==> config.mk <==
export PLATFORM = sky130hd
export DESIGN_NAME = serial_subtractor
export DESIGN_NICKNAME = d
export VERILOG_FILES = /design/src/rtl/serial_subtractor_pkg.sv /design/src/rtl/full_subtractor_cell.sv /design/src/rtl/serial_subtractor.sv
export SDC_FILE = /design/constraint.sdc
export NUM_CORES = 1
export LEC_CHECK = 0
export ABC_AREA = 1
export CAP_MARGIN = 20
export CORE_MARGIN = 1.5
export CORE_UTILIZATION = 30
export DETAILED_ROUTE_END_ITERATION = 16
export PLACE_DENSITY = 0.56
export REMOVE_ABC_BUFFERS = 1
export SLEW_MARGIN = 15
export SYNTH_ARGS = -nofsm -noshare
export SYNTH_HDL_FRONTEND = slang
export SYNTH_SLANG_ARGS = --single-unit
==> constraint.sdc <==
create_clock -name i_clk -period 2.97 [get_ports i_clk]
set_input_delay 0.4455 -clock i_clk [delete_from_list [all_inputs] [get_ports i_clk]]
set_output_delay 0.4455 -clock i_clk [all_outputs]
set_load 0.02 [all_outputs]
==> src/rtl/serial_subtractor_pkg.sv <==
// rtl/serial_subtractor_pkg.sv - shared types and constants for the bit-serial subtractor
package serial_subtractor_pkg;

  typedef enum logic {
    IDLE = 1'b0,
    RUN  = 1'b1
  } sub_state_t;

  localparam int SUB_WIDTH_DEF = 8;

endpackage

==> src/rtl/full_subtractor_cell.sv <==
// rtl/full_subtractor_cell.sv - one-bit full subtractor built from primitive gates
module full_subtractor_cell (
  input  logic i_a,
  input  logic i_b,
  input  logic i_bin,
  output logic o_diff,
  output logic o_bout
);

  logic w_axb;
  logic w_na;
  logic w_naxb;
  logic w_gen;
  logic w_prop;

  xor u_x0 (w_axb, i_a, i_b);
  xor u_x1 (o_diff, w_axb, i_bin);
  not u_n0 (w_na, i_a);
  not u_n1 (w_naxb, w_axb);
  and u_a0 (w_gen, w_na, i_b);
  and u_a1 (w_prop, w_naxb, i_bin);
  or  u_o0 (o_bout, w_gen, w_prop);

endmodule

==> src/rtl/serial_subtractor.sv <==
// rtl/serial_subtractor.sv - bit-serial a - b - bin, LSB first, one bit per clock
// Results and flags update only when the last bit is processed.
module serial_subtractor
  import serial_subtractor_pkg::*;
#(
  parameter int WIDTH = SUB_WIDTH_DEF
) (
  input  logic             i_clk,
  input  logic             i_rst,
  input  logic             i_start,
  input  logic [WIDTH-1:0] i_a,
  input  logic [WIDTH-1:0] i_b,
  input  logic             i_bin,
  output logic             o_busy,
  output logic             o_done,
  output logic [WIDTH-1:0] o_diff,
  output logic             o_bout,
  output logic             o_ovf
);

  localparam int CNT_W = $clog2(WIDTH);
  localparam logic [CNT_W-1:0] LAST_BIT = CNT_W'(WIDTH - 1);

  sub_state_t       r_state;
  sub_state_t       w_state_next;
  logic             w_load;
  logic             w_last;

  logic [WIDTH-1:0] r_sa;
  logic [WIDTH-1:0] r_sb;
  logic [WIDTH-1:0] r_res;
  logic [CNT_W-1:0] r_cnt;
  logic             r_borrow;
  logic             r_a_msb;
  logic             r_b_msb;
  logic             r_done;
  logic [WIDTH-1:0] r_diff;
  logic             r_bout;
  logic             r_ovf;

  logic             w_d;
  logic             w_bout;

  full_subtractor_cell u_cell (
    .i_a    (r_sa[0]),
    .i_b    (r_sb[0]),
    .i_bin  (r_borrow),
    .o_diff (w_d),
    .o_bout (w_bout)
  );

  always_ff @(posedge i_clk) begin
    if (i_rst) r_state <= IDLE;
    else       r_state <= w_state_next;
  end

  always_comb begin
    w_state_next = r_state;
    w_load       = 1'b0;
    w_last       = 1'b0;
    case (r_state)
      IDLE: begin
        if (i_start) begin
          w_load       = 1'b1;
          w_state_next = RUN;
        end
      end
      RUN: begin
        if (r_cnt == LAST_BIT) begin
          w_last       = 1'b1;
          w_state_next = IDLE;
        end
      end
      default: w_state_next = IDLE;
    endcase
  end

  always_ff @(posedge i_clk) begin
    if (i_rst) begin
      r_sa     <= '0;
      r_sb     <= '0;
      r_res    <= '0;
      r_cnt    <= '0;
      r_borrow <= 1'b0;
      r_a_msb  <= 1'b0;
      r_b_msb  <= 1'b0;
      r_done   <= 1'b0;
      r_diff   <= '0;
      r_bout   <= 1'b0;
      r_ovf    <= 1'b0;
    end else begin
      r_done <= 1'b0;
      if (w_load) begin
        r_sa     <= i_a;
        r_sb     <= i_b;
        r_borrow <= i_bin;
        r_cnt    <= '0;
        r_a_msb  <= i_a[WIDTH-1];
        r_b_msb  <= i_b[WIDTH-1];
      end else if (r_state == RUN) begin
        r_sa     <= r_sa >> 1;
        r_sb     <= r_sb >> 1;
        r_borrow <= w_bout;
        r_res    <= {w_d, r_res[WIDTH-1:1]};
        r_cnt    <= r_cnt + CNT_W'(1);
        // The final difference bit is w_d itself, so the MSB is taken straight from the cell.
        if (w_last) begin
          r_diff <= {w_d, r_res[WIDTH-1:1]};
          r_bout <= w_bout;
          r_ovf  <= (r_a_msb ^ r_b_msb) & (w_d ^ r_a_msb);
          r_done <= 1'b1;
        end
      end
    end
  end

  assign o_busy = (r_state == RUN);
  assign o_done = r_done;
  assign o_diff = r_diff;
  assign o_bout = r_bout;
  assign o_ovf  = r_ovf;

endmodule
==> results.yml, run 1 <==
die:
  core_area_mm2: 0.005473
  fp.dieH_um: 78.09
  die_w_um: 78.09
  start_util: 0.3091
  io_pins: 32
  rows: 27
  dieArea_mm2: 0.006098
drt:
  wl_met3_um: 179
  via_per_inst: 4.335
  drt_iter0_drc: 83
  wl_met2_um: 1438
  vias: 1409
  wl_per_cell_um: 9.985
  wirelength_um: 3245
  routed.top_layer: "met4"
  drc: 0
  wl_met1_um: 1583
  first_pass_iters: 4
  ant_nets: 0
power:
  peakVddDrop_mv: 0.2269
  p_leak_uw: 0.0009616
  p_sw_frac: 0.2327
  p_comb_frac: 0.107
  seqPwrFrac: 0.499
  p_per_area_mw_per_mm2: 548.5
  p_sw_uw: 273.7
  power_frac_clock: 0.394
  totalPowerFinal_uw: 1176
  internal_power_uw: 902.5
worst_setup_path:
  critPathCaptureType: "flop"
  crit_arrival_ns: 1.90
  r2r-start: "o_busy"
  slowest_stage: "clkdlybuf4s50_1"
  cp-start-kind: "primary input"
  crit_required_ns: 3.15
  reg2reg_depth: 6
  r2r-end: "r_sb[2]"
  crit_path_start: "i_start"
  rrSetupSlack_ns: 1.65
  crit_type: "primary input to flop"
  cp_max_fo: 17
  critPathMaxStageDelay_ns: 0.96
  path_cells: "clkdlybuf4s50_1 -> inv_1 -> o21ai_2 -> o21ai_0"
logic_synthesis:
  synth.top_cells.by_area: "dfxtp_1 49%, nand2_1 15%, nand3_1 10%"
  yosys.area.top_type: "dfxtp_1"
  synth_ff_type: "dfxtp_1"
  synthArstFlopShare: 0
  synth.yosys.warnings: 0
  ys_seq_area_frac: 0.4852
  ys_seq_elements: 41
  syn-cell-area_mm2: 0.001692
  synth_common_cells: "67 x nand2_1, 41 x dfxtp_1, 35 x nand3_1"
  synth_edf_count: 0
  ys_types: 20
  synthCells: 223
  synth_most_common_cell: "nand2_1"
  avgSynthCellArea_um2: 7.586
  synth_top_area_share: 0.4852
sta:
  setup_viol: 0
  worst_pin_slew_ns: 0.7597
  slew_headroom: 0.4919
  hold_violations: 0
  max_freq_mhz: 580.5
  tns_ns: 0
  finClkSkew_ns: 0.006666
  rsz0062_at_grt: "false"
  period_share: 0.5800
  min_period_ns: 1.723
  slew_violations: 0
worst_hold_path:
  whs_path_depth: 2
  min_from: "o_diff[0]"
  whs_endpoint: "o_diff[0]"
  hold_path.class: "flop to flop"
place:
  place.gp.congestion: 0.7111
  hpwl_um: 2189
  io_buffer_count: 31
clock_network:
  clock-sinks: 41
  root_buffer: "clkbuf_8"
  clock_latency_ns: 0.29
  cts_tree: "built"
  post-cts-setup-buffer-count: 0
  cts_buffers: 5
  clkSlewWorstSetupHoldPaths_ns: 0.08
  clk_path_buf_depth: 2
  ctsResizeCount: 0
  postCtsHoldBufs: 0
  cts_htree_levels: 2
final_layout:
  areaGrowthSynthToFinish_pct: 26.78
  final_nets: 275
  drive_gt1_frac: 0.06719
  diodes: 0
global_routing:
  antenna_found_initial: 0
  grt_overflow_total: 0
  grt_pass1_wl_um: 5499
  first_global_vias: 1185
  grt_use_total: 0.1165
  grt_max_degree: 38
run_status:
  status: "complete, no violations"
flow_run:
  maxCapViolCount: 0
final cells by class:
class	count	area (um2)
fill	604	3328
multi-input combinational	140	673.1
sequential	41	820.8
tap	72	90.09
timing repair buffer	32	317.8
clock buffer	6	82.58
clock inverter	2	37.54
inverter	32	122.6
power by group through the flow:
stage / Combinational [uW] / Clock, uW / Sequential, uW
global placement: 127 / 0 / 599
CTS: 129 / 482 / 586
detailed placement: 129 / 0 / 599
finish: 126 / 464 / 586
floorplan: 66.5 / 0 / 606
global route: 145 / 503 / 590
worst max path at each step:
stage / slack [ns] / end / cells after the start
floorplan: 1.24 / o_bout / 5
global placement: 0.95 / r_a_msb / 4
detailed placement: 0.93 / r_a_msb / 4
CTS: 1.26 / r_a_msb / 4
global route: 1.12 / r_sb[5] / 6
finish: 1.25 / r_a_msb / 4
cell usage in the layout (no fill, tap or decap):
cell             instances
nand3_1                 35
buf_4                    1
clkbuf_8                 6
nor2_1                   3
inv_4                    1
clkdlybuf4s50_1         31
inv_1                   28
inv_2                    3
bufinv_16                1
nor2_4                   1
clkinvlp_4               1
ha_1                     2
nand2_1                 67
dfxtp_1                 41
a21oi_1                  9
xnor2_1                  1
nor2_8                   1
nand2_2                  1
fa_1                     1
o21ai_1                  8
o21ai_2                  1
o21ai_0                 10
critical path, delay by kind of cell:
kind | cells | cell delay (ns)
AO/OA/AOI/OAI | 2 | 0.34
buffers and inverters | 2 | 1.11
state kept, by name (all words and copies together), names as in the netlist, 3 cells and up:
signal	cells
o_diff	8
r_cnt	3
r_res	7
r_sb	8
r_sa	8
per-stage QoR:
stage	utilization	cells	worst slack, ns	instance area, um2	hold slack (ns)
finish	0.3919	325	1.247	2145	0.4474
global route	0.3919	325	1.122	2145	0.4713
CTS	0.3919	325	1.259	2145	0.4507
detailed placement	0.3699	317	0.9296	2024	0.4337
global placement	0.3699	317	0.9461	2024	0.4289
floorplan	-	213	1.239	1617	0.4208
logic make-up (layout without fill, tap and decap cells):
family                   after synthesis  after routing  synth area share
AND/OR/NAND/NOR                      108            108            0.2811
buffers and inverters                 42             72            0.1169
flip-flops                            41             41            0.4852
AO/OA/AOI/OAI                         28             28           0.08506
adder cells (fa/ha/maj)                3              3           0.02663
XOR/XNOR                               1              1          0.005178
metal layers:
metal,GRT usage,up-vias
li1,-,759
met1,0.1527,611
met2,0.1704,35
met3,0.04535,4
met4,0.04821,0
met5,0,-
Note: power is estimated with default switching activity, not from simulation.
==> run 2, diff against run 1 <==
Clock period 2.97 ns to 1.7 ns, I/O delays scaled along.
==> results.yml, run 2 (synthesized netlist as in run 1, its figures left out) <==
worst_setup_path:
  crit_required_ns: 1.44
  critPathCaptureType: "output port"
  crit_type: "flop to output port"
  cp-start-kind: "flop"
  critPathMaxStageDelay_ns: 0.60
  crit_arrival_ns: 1.23
  cp_max_fo: 2
  cp.buffers_inverters: 1
  rrSetupSlack_ns: 0.39
  critical-path-top-delay-family: "buffers and inverters"
  path_cells: "clkdlybuf4s50_1"
  slowest_stage: "clkdlybuf4s50_1"
power:
  p_per_area_mw_per_mm2: 989.7
  p_leak_uw: 0.0009916
  peakVddDrop_mv: 0.4054
die:
  start_util: 0.3091
  die_w_um: 78.09
  dieArea_mm2: 0.006098
  fp.dieH_um: 78.09
  core_area_mm2: 0.005473
  io_pins: 32
  rows: 27
sta:
  slew_violations: 0
  hold_violations: 0
  period_share: 0.8747
  max_freq_mhz: 672.5
  worst_pin_slew_ns: 0.3090
  rsz0062_at_grt: "false"
  finClkSkew_ns: 0.005443
  setup_viol: 0
  slew_headroom: 0.7937
  min_period_ns: 1.487
drt:
  drc: 0
  vias: 1416
  wl_per_cell_um: 9.912
  first_pass_iters: 4
  ant_nets: 0
  drt_iter0_drc: 80
  via_per_inst: 4.317
  wirelength_um: 3251
global_routing:
  grt_overflow_total: 0
  grt_pass1_wl_um: 5823
  grt_max_degree: 21
  grt_use_total: 0.1208
  first_global_vias: 1311
  antenna_found_initial: 0
final_layout:
  diodes: 0
  mostFrequentLayoutCells: "67 x nand2_1, 41 x dfxtp_1, 35 x nand3_1"
  areaGrowthSynthToFinish_pct: 29.66
  drive_gt1_frac: 0.07813
  mostFrequentLayoutCell: "nand2_1"
  fin_util: 0.4008
  final_nets: 278
  finalNonFillerCells: 328
clock_network:
  cts_tree: "built"
  clk_path_buf_depth: 2
  ctsResizeCount: 0
  post-cts-setup-buffer-count: 0
  cts_buffers: 5
  clkSlewWorstSetupHoldPaths_ns: 0.08
  clock-sinks: 41
  clock_latency_ns: 0.29
  postCtsHoldBufs: 0
  cts_htree_levels: 2
  root_buffer: "clkbuf_8"
run_status:
  status: "complete, no violations"
place:
  io_buffer_count: 31
  dp_cells: 320
  hpwl_um: 2260
  place.gp.congestion: 0.7306
flow_run:
  maxCapViolCount: 0
worst_hold_path:
  hold_path.class: "flop to flop"
==> run 2: changes by cell type in the layout (fill, tap and decap cells not counted) <==
cell	before	now
clkbuf_8	6	5
clkinv_2	0	1
buf_12	0	1
buf_4	1	3
clkinvlp_4	1	0
bufinv_16	1	2
==> run 2: report_power, final <==
part           switching [uW]  total [uW]  internal (uW)
registers                20.3        1020           1000
logic                     128         232            104
clock network             331         915            583
total                     480        2170           1690
==> run 2: area by class of cell <==
cell class	count	area, um2
multi-input cells	140	673.1
well taps	72	90.09
repair buffers	35	352.8
flip-flops and latches	41	820.8
inverters	32	122.6
clock inverters	3	65.06
clock buffers	5	68.82
fillers	604	3279
==> run 2: routing by layer <==
layer | global-route usage | part of all wire | up-vias
met5 | 0 | 0 | -
met4 | 0.04821 | 0.0098 | 0
met3 | 0.03140 | 0.047 | 5
met2 | 0.1948 | 0.44 | 36
met1 | 0.1535 | 0.50 | 613
li1 | - | - | 762
==> run 2: stage by stage <==
step           setup TNS [ns]  setup slack, ns  power (uW)  hold slack [ns]  instance area, um2
2_1_floorplan         -0.2908         -0.03140        1175           0.3339                1617
3_3_place_gp                0           0.2040        1280           0.4336                2059
3_5_place_dp                0           0.1747        1283           0.4406                2059
4_1_cts                     0           0.1939        2210           0.4597                2193
5_1_grt                     0           0.1371        2282           0.4763                2193
6_report                    0           0.2130        2171           0.4543                2193
==> run 2: final timing paths <==
kind	to	from	cells past startpoint
setup / recovery	o_diff[2]	o_diff[2]	1
hold / removal	o_diff[0]	o_diff[0]	2
setup reg to reg	o_ovf	r_sb[0]	5
hold reg to reg	o_diff[0]	o_diff[0]	2
